<file path="config.mk">
export PLATFORM = sky130hd
export DESIGN_NAME = mult_accumulator
export DESIGN_NICKNAME = d
export VERILOG_FILES = /design/src/rtl/mult_acc_pkg.sv /design/src/rtl/mult_accumulator_sat_add.sv /design/src/rtl/mult_accumulator.sv
export SDC_FILE = /design/constraint.sdc
export NUM_CORES = 1
export LEC_CHECK = 0
export ABC_CLOCK_PERIOD_IN_PS = 2650
export CAP_MARGIN = 10
export CORE_MARGIN = 2
export CORE_UTILIZATION = 30
export DETAILED_ROUTE_END_ITERATION = 7
export PLACE_DENSITY = 0.53
export SYNTH_ARGS = -nofsm -noshare
export SYNTH_HDL_FRONTEND = slang
export SYNTH_SLANG_ARGS = --single-unit
</file>
<file path="constraint.sdc">
create_clock -name clk -period 2.65 [get_ports clk]
set_input_delay 0.53 -clock clk [delete_from_list [all_inputs] [get_ports clk]]
set_output_delay 0.53 -clock clk [all_outputs]
set_load 0.01 [all_outputs]
</file>
<file path="src/rtl/mult_acc_pkg.sv">
// Shared definitions for the multiply-accumulate path: FSM states, default
// widths and the product width the multiplier wrapper also uses.
package mult_acc_pkg;

    typedef enum logic {ST_ACC, ST_OUT} state_t;

    localparam int unsigned ACC_W_DEF = 12;
    localparam int unsigned CNT_W_DEF = 8;
    localparam int unsigned PROD_W    = 8;

endpackage

</file>
<file path="src/rtl/mult_accumulator_sat_add.sv">
// Unsigned saturating adder: the sum clamps to all-ones on carry-out,
// and sat_o reports that the clamp happened.
module sat_add #(
    parameter int unsigned W = 8
) (
    input  logic [W-1:0] a_i,
    input  logic [W-1:0] b_i,
    output logic [W-1:0] sum_o,
    output logic         sat_o
);

    logic [W:0] full;

    assign full  = {1'b0, a_i} + {1'b0, b_i};
    assign sat_o = full[W];
    assign sum_o = full[W] ? '1 : full[W-1:0];

endmodule

</file>
<file path="src/rtl/mult_accumulator.sv">
// Sums a stream of unsigned products into a saturating accumulator and
// hands the sum, term count and overflow flag out on a second handshake.
module mult_accumulator
    import mult_acc_pkg::*;
#(
    parameter int unsigned ACC_W = ACC_W_DEF,
    parameter int unsigned CNT_W = CNT_W_DEF
) (
    input  logic              clk,
    input  logic              rst,
    input  logic              in_valid,
    output logic              in_ready,
    input  logic [PROD_W-1:0] in_prod,
    input  logic              in_last,
    output logic              out_valid,
    input  logic              out_ready,
    output logic [ACC_W-1:0]  out_sum,
    output logic [CNT_W-1:0]  out_cnt,
    output logic              out_ovf
);

    state_t             state_q, state_d;
    logic [ACC_W-1:0]   acc_q, acc_d;
    logic [CNT_W-1:0]   cnt_q, cnt_d;
    logic               ovf_q, ovf_d;

    logic [ACC_W-1:0]   acc_sum;
    logic [CNT_W-1:0]   cnt_sum;
    logic               acc_sat;
    logic               cnt_sat;

    sat_add #(.W(ACC_W)) u_acc_add (
        .a_i   (acc_q),
        .b_i   (ACC_W'(in_prod)),
        .sum_o (acc_sum),
        .sat_o (acc_sat)
    );

    sat_add #(.W(CNT_W)) u_cnt_add (
        .a_i   (cnt_q),
        .b_i   (CNT_W'(1)),
        .sum_o (cnt_sum),
        .sat_o (cnt_sat)
    );

    // Handshake outputs come from state alone, so no input-to-output path.
    assign in_ready  = (state_q == ST_ACC);
    assign out_valid = (state_q == ST_OUT);
    assign out_sum   = acc_q;
    assign out_cnt   = cnt_q;
    assign out_ovf   = ovf_q;

    always_comb begin
        state_d = state_q;
        acc_d   = acc_q;
        cnt_d   = cnt_q;
        ovf_d   = ovf_q;
        case (state_q)
            ST_ACC: begin
                if (in_valid) begin
                    acc_d = acc_sum;
                    cnt_d = cnt_sum;
                    ovf_d = ovf_q | acc_sat | cnt_sat;
                    if (in_last) begin
                        state_d = ST_OUT;
                    end
                end
            end
            ST_OUT: begin
                if (out_ready) begin
                    acc_d   = '0;
                    cnt_d   = '0;
                    ovf_d   = 1'b0;
                    state_d = ST_ACC;
                end
            end
            default: state_d = ST_ACC;
        endcase
    end

    always_ff @(posedge clk) begin
        if (rst) begin
            state_q <= ST_ACC;
            acc_q   <= '0;
            cnt_q   <= '0;
            ovf_q   <= 1'b0;
        end else begin
            state_q <= state_d;
            acc_q   <= acc_d;
            cnt_q   <= cnt_d;
            ovf_q   <= ovf_d;
        end
    end

endmodule

</file>
==> results of run 1 <==
==> metrics by stage <==
step	setup slack, ns	hold slack (ns)	power, W
floorplan	0.310	0.509	0.000528
global placement	-0.121	0.470	0.000632
detailed placement	-0.187	0.466	0.000637
CTS	0.0875	0.487	0.000881
global route	0.00716	0.528	0.000924
finish	0.115	0.482	0.000871
==> layout make-up <==
type | count | share of cell area
multi-input combinational | 124 | 0.459
sequential | 22 | 0.242
timing repair buffer | 43 | 0.226
tap | 52 | 0.0358
clock buffer | 4 | 0.0303
inverter | 3 | 0.00620
==> cells by family after synthesis <==
| group | share of synthesized area |
|---|---|
| AOI/OAI and AO/OA | 0.299 |
| xor gates and xnor gates | 0.0401 |
| buffers and inverters | 0.0372 |
| and+or+nand+nor | 0.187 |
| DFF | 0.336 |
| adders and majority gates | 0.101 |
==> cell usage in the layout (no fill, tap or decap), drive strengths merged, types with 2 or more instances in the layout <==
cell type and n:
ha 9, a21o 2, nand3 11, or3 2
a21oi 21, nor3 4, nand4 2, a31oi 2
and3 3, buf 8, xnor2 3, inv 3
xor2 3, clkbuf 4, dfxtp 22, o21ai 7
a211oi 5, a311oi 6, o31ai 2, clkdlybuf4s50 35
nand2 7, nor2 15, nand2b 4
==> power by group <==
part | internal [W] | total (W) | leakage, nW | switching, W
clock | 0.000132 | 0.000242 | 0.0288 | 0.000110
sequential | 0.000350 | 0.000372 | 0.180 | 0.0000214
combinational | 0.000130 | 0.000258 | 0.464 | 0.000127
total | 0.000613 | 0.000871 | 0.673 | 0.000258
==> registers in the layout (all words and copies together) (netlist names) <==
register and flops:
out_cnt 8, out_ovf 1, out_sum 12, out_valid 1
==> worst max-delay path, cell delays in order <==
cell	delay, ns
clkdlybuf4s50_1	0.41
ha_1	0.23
fa_1	0.41
a21o_1	0.23
a221o_1	0.37
a21oi_4	0.20
o31ai_1	0.10
a32o_1	0.22
==> worst paths after layout <==
| path | from | end | slack, ns | depth (start not counted) |
|---|---|---|---|---|
| setup / recovery | in_prod[0] | out_sum[9]$_SDFFE_PP0P_ | 0.11 | 8 |
| hold / removal | out_ovf$_SDFFE_PP0P_ | out_ovf$_SDFFE_PP0P_ | 0.48 | 1 |
| setup reg to reg | out_sum[0]$_SDFFE_PP0P_ | out_sum[9]$_SDFFE_PP0P_ | 0.48 | 7 |
| hold reg to reg | out_ovf$_SDFFE_PP0P_ | out_ovf$_SDFFE_PP0P_ | 0.48 | 1 |
==> metal layers <==
metal	wire, um	vias up	global-route usage	share of wire
li1	-	677	-	-
met1	1680	621	0.192	0.47
met2	1700	29	0.256	0.48
met3	156	2	0.0260	0.044
met4	14	0	0.0385	0.0040
met5	0	-	0	0
==> impl_metrics.yaml, run 1 <==
synth:
  synthTopCellsByCount: "22 x dfxtp_1, 20 x a21oi_1, 15 x nor2_1"
  synth_top_area_share: 0.336
  synth_nets: 180
  synthTopCellsByArea: "dfxtp_1 34%, ha_1 8.6%, a21oi_1 7.6%"
  netlist-cell-type-count: 41
  syn_inst: 157
  yosysMostFrequentCell: "dfxtp_1"
  synth-async-reset-ratio: 0
  syn_area_sq_mm: 0.00131
  yosys.area.top_type: "dfxtp_1"
  synth_flop_cell: "dfxtp_1"
  syn_area_per_cell_sq_um: 8.35
  ys_warn_count: 0
  synth_edf_count: 0
  synth_seq_cells: 22
  seq_area_frac_synth: 0.336
final_layout:
  final_cell_area_sq_mm: 0.00182
  regArea_sq_um: 440
  area_delta_synth_final_pct: 38.5
  multi_input_area_sq_um: 835
  instances_no_fill: 248
  drive_above_1_share: 0.0765
  diodes: 0
  nets: 220
  nFillCells: 430
  final_core_util: 0.423
place:
  dp_hpwl_mm: 2.78
  dp.cells: 244
  io_buffers: 35
  placed_area_sq_mm: 0.00175
  place.gp.congestion: 0.847
worst_setup_path:
  path_max_fanout: 4
  critical_path.startpoint_type: "input pin"
  crit_type: "in -> reg"
  crit_required_ns: 2.81
  critical_path_arrival_ns: 2.69
  critPathCaptureType: "register"
job:
  drv_cap: 0
drt:
  drt_iter0_markers: 78
  wl_mm: 3.54
  drtPass1Iterations: 4
  via_per_inst: 5.36
  vias: 1329
  routedWlPerCell_um: 14.3
  drtAntennaViolNets: 0
  drc: 0
floorplan:
  fp.dieW_um: 70.1
  initial_core_util: 0.305
  io_pins: 36
  dieHeight_um: 70.1
  num_rows: 24
  die-area_sq_mm: 0.00492
  core_area_sq_mm: 0.00429
global_route:
  grt_pass1_wl_mm: 6.01
  track_usage: 0.149
  antenna_found_initial: 0
  grt_max_degree: 14
  grt_overflow: 0
  grt_pass1_vias: 1284
timing:
  hold_viol: 0
  max_clock_freq_ghz: 0.394
  rsz0062_at_grt: "no"
  post-route-period-util: 0.957
  finClkSkew_ns: 0.00390
  setup_viol: 0
  finalMaxSlewViolations: 0
  min_period_ns: 2.54
  slew_headroom: 0.682
  worst_pin_slew_ns: 0.476
  fin_setup_tns_ns: 0
clock_network:
  clockBufferDepth: 2
  cts-buffers-inserted: 3
  cts_hold_buf: 0
  cts_setup_buffers: 0
  clock_latency_ns: 0.26
  cts_root_buffer: "clkbuf_8"
  htree_num_levels: 1
  cts_resized: 0
  cts_tree: "built"
  cts_sinks: 22
  clk_pin_slew_ns: 0.08
power_and_ir_drop:
  vdd_ir_drop_max_mv: 0.205
  power_leakage_nw: 0.673
  cellPowerDensity_mw_per_mm2: 479
hold_path:
  hold_class: "reg -> reg"
outcome:
  status: "finished clean"
(Power assumes the default switching activity.)
==> inputs of run 2 (changes only) <==
--- a/config.mk
+++ b/config.mk
@@ -7,10 +7,12 @@
 export LEC_CHECK = 0
 export ABC_CLOCK_PERIOD_IN_PS = 2650
 export CAP_MARGIN = 10
+export CELL_PAD_IN_SITES_DETAIL_PLACEMENT = 1
+export CELL_PAD_IN_SITES_GLOBAL_PLACEMENT = 2
 export CORE_MARGIN = 2
-export CORE_UTILIZATION = 30
+export CORE_UTILIZATION = 27
 export DETAILED_ROUTE_END_ITERATION = 7
-export PLACE_DENSITY = 0.53
+export PLACE_DENSITY = 0.77
 export SYNTH_ARGS = -nofsm -noshare
 export SYNTH_HDL_FRONTEND = slang
 export SYNTH_SLANG_ARGS = --single-unit
==> run 2 against run 1 <==
Compared with the run above: sequential power barely moved; worst setup slack better by 0.017 ns; register-to-register slack hardly changed; clock-buffer cell count is the same; largest cell class unchanged.
==> impl_metrics.yaml, run 2 (same netlist as run 1, synthesis figures left out) <==
outcome:
  status: "finished clean"
floorplan:
  die-area_sq_mm: 0.00543
  fp.dieW_um: 73.7
  num_rows: 25
  io_pins: 36
  dieHeight_um: 73.7
  core_area_sq_mm: 0.00469
  initial_core_util: 0.279
timing:
  rsz0062_at_grt: "no"
  hold_viol: 0
  fin_setup_tns_ns: 0
  min_period_ns: 2.52
  finClkSkew_ns: 0.00127
  max_clock_freq_ghz: 0.397
  slew_headroom: 0.697
  worst_pin_slew_ns: 0.455
  setup_viol: 0
  post-route-period-util: 0.950
  finalMaxSlewViolations: 0
worst_setup_path:
  critical_path.startpoint_type: "input pin"
  path_max_fanout: 4
  r2r-end: "out_sum[9]$_SDFFE_PP0P_"
  reg2reg_setup_slack_ns: 0.49
  critPathCaptureType: "register"
  critical_path_arrival_ns: 2.67
  reg2reg_depth: 7
  crit_type: "in -> reg"
  r2r-start: "out_sum[0]$_SDFFE_PP0P_"
  crit_required_ns: 2.80
final_layout:
  final_cell_area_sq_mm: 0.00183
  regArea_sq_um: 440
  multi_input_area_sq_um: 826
  nets: 222
  drive_above_1_share: 0.0859
  nFillCells: 577
  largest_reg_flops: 12
  area_delta_synth_final_pct: 39.2
  final_core_util: 0.389
  layout_commonest_cell: "clkdlybuf4s50_1"
  final_cell_mix: "35 x clkdlybuf4s50_1, 22 x dfxtp_1, 20 x a21oi_1, 15 x nor2_1, 11 x nand3_1"
  diodes: 0
global_route:
  antenna_found_initial: 0
  grt_pass1_wl_mm: 6.18
  track_usage: 0.145
  grt_overflow: 0
  grt_max_degree: 18
  grt_pass1_vias: 1320
power_and_ir_drop:
  power_leakage_nw: 0.682
  p_total_w: 0.000872
  cellPowerDensity_mw_per_mm2: 478
  vdd_ir_drop_max_mv: 0.162
drt:
  via_per_inst: 5.39
  drtPass1Iterations: 4
  vias: 1359
  routedWlPerCell_um: 15.2
  drtAntennaViolNets: 0
  drt_iter0_markers: 39
  wl_mm: 3.82
  drc: 0
clock_network:
  cts_tree: "built"
  cts_root_buffer: "clkbuf_8"
  clock_latency_ns: 0.26
  clockBufferDepth: 2
  cts-buffers-inserted: 3
  cts_sinks: 22
  htree_num_levels: 1
  cts_setup_buffers: 0
  clk_pin_slew_ns: 0.08
hold_path:
  hold_class: "reg -> reg"
  hold_path.startpoint: "out_ovf$_SDFFE_PP0P_"
  hold_path_depth: 1
  hold_path_end: "out_ovf$_SDFFE_PP0P_"
place:
  placed_area_sq_mm: 0.00177
  dp_hpwl_mm: 3.05
  io_buffers: 35
  place.gp.congestion: 0.812
job:
  drv_cap: 0
## run 2: cell count changes in the layout (fill, tap and decap cells not counted), sizes merged
cell	delta
buf	+2
## run 2: power by group
group          total, W  switching (W)  internal [W]
combinational  0.000261       0.000129      0.000132
sequential     0.000373      0.0000229      0.000350
clock          0.000238       0.000106      0.000132
total          0.000872       0.000258      0.000615
## run 2: area by class of cell
type                    instances  area share
multi-input cells             124       0.452
inverters                       3     0.00617
repair buffers                 45       0.233
clock buffers                   4      0.0302
well taps                      54      0.0370
flip-flops and latches         22       0.241
## run 2: per-stage QoR
step	instances	worst slack [ns]	hold WS, ns
final	252	0.131	0.480
after global routing	252	0.00103	0.523
after CTS	252	0.0913	0.488
after detailed placement	248	-0.188	0.469
after global placement	248	-0.109	0.459
after floorplan	157	0.310	0.509
## run 2: what timing repair did
| item | in CTS | in global routing |
|---|---|---|
| gates resized for setup | 0 | 1 |
| hold buffers | 0 | 0 |
| endpoints found under the setup margin | 0 | 2 |
## run 2: metal layers
metal,wire (um),vias to the layer above,global-route usage
li1,-,679,-
met5,0,-,0
met4,18,0,0.0364
met2,1890,29,0.257
met3,121,4,0.0192
met1,1800,647,0.185
## run 2: worst max-delay path, cell delays in order
cell,delay [ns]
clkdlybuf4s50_1,0.40
ha_1,0.23
fa_1,0.40
a21o_1,0.22
a221o_1,0.34
a21oi_2,0.22
o31ai_1,0.11
a32o_1,0.21
## run 2: worst max path at each step
stage          cells after the start  slack [ns]                      end       start
2_1_floorplan                      8        0.31  out_sum[9]$_SDFFE_PP0P_  in_prod[0]
3_3_place_gp                       8       -0.11  out_sum[9]$_SDFFE_PP0P_  in_prod[0]
3_5_place_dp                       8       -0.19  out_sum[7]$_SDFFE_PP0P_  in_prod[0]
4_1_cts                            8        0.09  out_sum[4]$_SDFFE_PP0P_  in_prod[0]
5_1_grt                            8       0.001  out_sum[5]$_SDFFE_PP0P_  in_prod[0]
6_report                           8        0.13  out_sum[9]$_SDFFE_PP0P_  in_prod[0]
